### config.mk
export PLATFORM = sky130hd
export DESIGN_NAME = stove_heater_driver
export DESIGN_NICKNAME = d
export VERILOG_FILES = /design/src/rtl/stove_heater_driver.sv
export SDC_FILE = /design/constraint.sdc
export NUM_CORES = 1
export LEC_CHECK = 0
export ABC_AREA = 1
export BUFFER_PORTS_ARGS = -buffer_cell sky130_fd_sc_hd__buf_2
export CORE_MARGIN = 1.5
export CORE_UTILIZATION = 33
export DETAILED_ROUTE_END_ITERATION = 7
export PLACE_DENSITY = 0.52
export SKIP_CTS_REPAIR_TIMING = 1
export SLEW_MARGIN = 20
export SYNTH_ARGS = -nofsm -noshare
export SYNTH_HDL_FRONTEND = slang
export SYNTH_SLANG_ARGS = --single-unit
### constraint.sdc
create_clock -name clk -period 2.17 [get_ports clk]
set_clock_uncertainty 0.2 [all_clocks]
set_input_delay 0.434 -clock clk [delete_from_list [all_inputs] [get_ports clk]]
set_output_delay 0.434 -clock clk [all_outputs]
set_load 0.05 [all_outputs]
### src/rtl/stove_heater_driver.sv
// stove_heater_driver: slow-PWM relay drive for one burner.
// Level is latched only at period starts, so the relay sees whole slots.
module stove_heater_driver #(
  parameter int LEVELS     = 9,
  parameter int STEP_TICKS = 1000
) (
  input  logic       clk,
  input  logic       async_nreset,
  input  logic       enable,
  input  logic [3:0] level_in,
  output logic       heater_out,
  output logic [3:0] level_active,
  output logic       period_strobe
);
  localparam int TW = $clog2(STEP_TICKS);
  localparam int SW = LEVELS > 1 ? $clog2(LEVELS) : 1;
  localparam logic [1:0] IDLE = 2'd0;
  localparam logic [1:0] HEAT = 2'd1;
  localparam logic [1:0] REST = 2'd2;

  logic [1:0]    state_q, state_d;
  logic [TW-1:0] tick_q, tick_d;
  logic [SW-1:0] slot_q, slot_d;
  logic [3:0]    level_q, level_d;
  logic          heater_q, heater_d;
  logic          strobe_q, strobe_d;
  logic          tick_wrap, period_end, start;
  logic [3:0]    lvl, slot_inc;

  always_comb begin
    lvl        = level_in > 4'(LEVELS) ? 4'(LEVELS) : level_in;
    tick_wrap  = tick_q == TW'(STEP_TICKS - 1);
    period_end = tick_wrap && slot_q == SW'(LEVELS - 1);
    slot_inc   = 4'(slot_q) + 4'd1;
    start      = enable && (state_q == IDLE || period_end);
    state_d    = IDLE;
    tick_d     = '0;
    slot_d     = '0;
    level_d    = '0;
    strobe_d   = 1'b0;
    if (start) begin
      level_d  = lvl;
      state_d  = lvl != 4'd0 ? HEAT : REST;
      strobe_d = 1'b1;
    end else if (enable) begin
      level_d = level_q;
      tick_d  = tick_wrap ? '0 : tick_q + TW'(1);
      slot_d  = tick_wrap ? slot_q + SW'(1) : slot_q;
      // heating ends once level_active whole slots have elapsed
      state_d = (state_q == HEAT && tick_wrap && slot_inc == level_q) ? REST : state_q;
    end
    heater_d = state_d == HEAT;
  end

  always_ff @(posedge clk or negedge async_nreset) begin
    if (!async_nreset) begin
      state_q  <= IDLE;
      tick_q   <= '0;
      slot_q   <= '0;
      level_q  <= '0;
      heater_q <= 1'b0;
      strobe_q <= 1'b0;
    end else begin
      state_q  <= state_d;
      tick_q   <= tick_d;
      slot_q   <= slot_d;
      level_q  <= level_d;
      heater_q <= heater_d;
      strobe_q <= strobe_d;
    end
  end

  assign heater_out    = heater_q;
  assign level_active  = level_q;
  assign period_strobe = strobe_q;
endmodule

======== Word level (Yosys, flattened, before mapping) ========
Cells that the tools add are included.
storage, ports and cells
  register bits after elaboration ......... 22
  memory bits (read-only) ................. 0
  memories kept ........................... 0
  memory bits (writable) .................. 0
  latch bits .............................. 0
operators by class
  shifts and indexed selects .............. 0
  $lt $le $gt $ge ......................... 1
  $mul .................................... 0
  divide/modulo/power cells ............... 0
  multiplexer cells ....................... 14
  equality and inequality tests ........... 7
  bitwise gates (word level) .............. 0
  reduce and logical (&&, ||, !) cells .... 7
  add/subtract/negate cells ............... 2
operator list
  cell                     count
  $mux W10                 3
  $mux W4                  6
  $add A10 B1 Y10 const B  1
  $eq A10 B10 Y1 const B   1
  $mux W2                  4
  $add A4 B1 Y4 const B    1
  $eq A2 B1 Y1 const B     2
  $eq A4 B4 Y1             1
  $eq A4 B4 Y1 const B     1
  $gt A4 B4 Y1 const B     1
  $logic_and A1 B1 Y1      4
  $reduce_bool A4 Y1       1
  $ne A3 B1 Y1 const B     1
  $logic_not A2 Y1         1
  $ne A2 B1 Y1 const B     1
  $logic_or A1 B1 Y1       1
  $mux W1                  1

======== Depth between registers and ports, before layout ========
  depth after elaboration ................. 7
  gate-level depth with buffers ........... 12
  mapped depth without buffers ............ 12

======== Worst setup path after synthesis ========
OpenSTA, ideal clock, no wires.
  kind .................................... flip-flop to flip-flop
  start ................................... reg slot_q[0]
  end ..................................... reg tick_q[9]
  path slack .............................. 0.457 ns
  clock period less this slack ............ 1.713 ns
  required time ........................... 1.848 ns
  arrival time ............................ 1.391 ns
  cell stages (with the launch flop) ...... 13
  setup time .............................. 0.122 ns
  cells stage by stage .................... dfrtp_1 -> inv_1 -> ha_1 -> inv_1 -> nor2_1 -> nand3_2 -> nand2_2 -> inv_4 -> nand2_4 -> inv_4 -> nand2_4 -> buf_12 -> nor2_4
on the way
  cells in the longest elaborated chain, start to end .. 5
RTL lines
  item                    line  text
  from (decl)             23    logic [SW-1:0] slot_q, slot_d;
  from (signal assigned)  66    slot_q <= slot_d;
  $eq A4 B4 Y1            33    period_end = tick_wrap && slot_q == SW'(LEVELS - 1);
  $logic_and A1 B1 Y1     33
  $logic_or A1 B1 Y1      35    start = enable && (state_q == IDLE || period_end);
  $logic_and A1 B1 Y1     35
  $mux W10                41    if (start) begin
  named net tick_d[9]     22    logic [TW-1:0] tick_q, tick_d;
  to (signal assigned)    65    tick_q <= tick_d;
  to (decl)               22
The timed path passes the listed nets, and every way through them passes these cells.
A chain may end at the register's enable or synchronous reset.

======== Final worst setup path ========
  start ................................... reg slot_q[0]
  end ..................................... reg slot_q[1]
on the way
  cells in the longest elaborated chain, start to end .. 5
  elaborated cells between the ends (all ways) .. 9
RTL lines
  item
  branches (longest 5 deep; another with $add A4 B1 Y4)
Parallel ways; which one is timed is not known. The select of a mux whose other input is x is not followed.

==> results by group <==
Status
  – Outcome: completed

Layout
  – Antenna diode count: 0
  – Layout cells sized above 1: 0.2229
  – Final #Nets: 186
  – Most common cell after layout, fill and taps aside: nand2_1
  – Area Growth Syn to Fin: 13.45%
  – Final core occ: 0.3948
  – Commonest cells after routing, fill and taps aside: nand2_1, dfrtp_1, inv_1, nand3_1, nor2_1

Hold path
  – Hold Crit Class: in2reg
  – Worst hold stages: 3
  – Endpoint, Worst Hold: level_active[1]
  – Hold Path Origin: level_in[1]

Synthesis
  – Synth async-reset ratio: 1.000
  – Syn Inst Count: ~160
  – Synth Warn #: 0
  – EDFF count, synth: 0
  – Seq cells post-synth: 22
  – Syn Nets: 168
  – Syn Std Cell Area: 0.001284 mm^2
  – Dominant synthesized flop cell: dfrtp_1
  – Avg Inst Size Synth: about 8.1 um^2
  – Sequential area share after synthesis: 0.4288
  – Cell variety after synth: 25

Global routing
  – Largest net degree at the start of global routing: 23
  – First-pass GRT wire length: 4588 um
  – Antenna violations before repair: 0
  – Gr usage total: 0.1392
  – Vias in the first global route: 1,036
  – GR Overflow Total: 0

Floorplan
  – Die width: 65.37 um
  – Number of cell rows: 22
  – CORE AREA: 0.003689 mm^2
  – Die Height: 65.37 um
  – I/O Pins: 13
  – Die area: 0.004273 mm^2
  – Initial core utilization: 0.3480

Setup path
  – Reg-to-Reg Start: slot_q[0]
  – R2r setup slk: 0.18 ns
  – Setup CP Type: reg2reg
  – Startpoint types: flop
  – Crit path DAT: 1.93 ns
  – CP required: roughly 2.1 ns
  – Reg2Reg Depth: 11
  – CP max stage delay: 0.45 ns
  – Crit-path slowest cell: dfrtp_1
  – Reg2reg end: slot_q[1]
  – CP Capture Type: flop
  – Crit path max fanout: 13
  – CP cell instances: inv_1 > ha_1 > inv_1 > nor2_1 > nand3_2 > nand2_2 > inv_4 > nand2_4 > inv_4 > nand2_4 > o21ai_0

Clock network
  – Root buf cell: clkbuf_8
  – Max clock buf depth: 2
  – Clock sink count: 22
  – CTS tree: done
  – H-tree Lvls: 1
  – Reg clk slew, reported paths: 0.08 ns
  – Clk Latency, worst-skew pair: 0.26 ns
  – TritonCTS buffer count: 3

Placed design
  – IO Port Bufs: 12
  – Estimated wirelength of the detail-placed design: ~2100 um
  – Final GP Congestion: about 0.77

Timing
  – Worst-Margin Slew: 0.5138 ns
  – Headroom to the max-slew limit: 0.6575
  – Final Cycle Share: 0.9153
  – Final count of hold timing violations: 0
  – Post-route minimum period: just under 2 ns
  – Unrepaired setup endpoints after global routing: false
  – Final Max Slew Viols: 0
  – Hold_ws: between 0.2 and 0.25 ns
  – Max Fclk: 503.4 MHz
  – Total negative slack: 0 ns
  – # setup viols final: 0

Route
  – Routed vias: 1,106
  – # DRC: 0
  – 1st-iter DRT viols: 64
  – WL final: 2677 um
  – Number of vias per cell: 4.960
  – Wire length per cell: 12.00 um
  – First-pass DRT Iterations: 5
  – Post-route ant nets: 0

Power and ir drop
  – Cell Pwr Density: 617.1 mW/mm^2
  – LEAKAGE: 0.7162 nW
  – VDD IR-drop max: 265.0 uV
  – Total Power: 0.0008988 W

Run
  – Max-cap viol count: 0
==> report_power, final <==
part	leakage (nW)	total (W)	switching [W]	internal (W)
registers	0.299	0.000438	0.0000119	0.000426
clock network	0.0288	0.000299	0.000138	0.000162
logic	0.388	0.000161	0.000119	0.0000421
total	0.716	0.000899	0.000269	0.000630
==> per-stage QoR <==
stage | worst slack [ns] | cells | area, um^2
after detailed placement | 0.1957 | 218 | 1391
after global placement | 0.2251 | 218 | 1391
after floorplan | 0.4575 | 158 | 1284
after global routing | 0.04112 | 223 | 1456
final | 0.1837 | 223 | 1456
after CTS | 0.1791 | 222 | 1446
==> cells by family after synthesis <==
| kind of cell | share of synthesized area |
|---|---|
| and+or+nand+nor | 0.3684 |
| buffers and inverters | 0.09259 |
| DFF | 0.4289 |
| AOI/OAI and AO/OA | 0.05361 |
| xor gates and xnor gates | 0.02730 |
| adders and majority gates | 0.02924 |
==> worst max-delay path: cells and delay by family, from the launching register on <==
| kind | cells | cell delay (ns) |
|---|---|---|
| DFF | 1 | 0.45 |
| adders and majority gates | 1 | 0.16 |
| AOI/OAI and AO/OA | 1 | 0.12 |
| buffers and inverters | 4 | 0.28 |
| and+or+nand+nor | 5 | 0.65 |
==> cell usage after synthesis (3+ instances only) <==
library cell	count	area (um^2)
nand2_1	30	112.6
dfrtp_1	22	550.5
inv_1	20	75.07
nand3_1	17	85.08
nor2_1	17	63.81
nor2_2	8	50.05
o21ai_0	8	40.04
nand4_1	7	43.79
a21oi_1	3	15.01
ha_1	3	37.54
inv_2	3	11.26
nor3_4	3	48.80
xor2_1	3	26.28
==> metal layers <==
metal / global-route usage / part of all wire
met5: 0 / 0
met4: 0.05729 / 0.014
met3: 0.01541 / 0.026
met2: 0.2156 / 0.47
met1: 0.1978 / 0.48
==> area by class of cell <==
type / instances / area, um^2
Sequential cell: 22 / 550.5
Tap cell: 48 / 60.06
Inverter: 25 / 98.84
Timing Repair Buffer: 14 / 77.57
Fill cell: 405 / 2232
Multi-Input combinational cell: 110 / 614.3
Clock buffer: 4 / 55.05
==> state kept, by name, indices dropped and copies added (netlist names) <==
register and count:
level_active 4, state_q 2, tick_q 10, slot_q 4
heater_out 1, period_strobe 1
==> how the worst max path moves through the flow <==
stage	to	cells after the start	from
after floorplan	tick_q[9]	12	slot_q[0]
after global placement	slot_q[1]	11	slot_q[0]
after detailed placement	slot_q[1]	11	slot_q[0]
after CTS	slot_q[1]	11	slot_q[0]
after global routing	slot_q[1]	11	slot_q[0]
final	slot_q[1]	11	slot_q[0]
No activity file was read; power rests on OpenSTA's default activity.
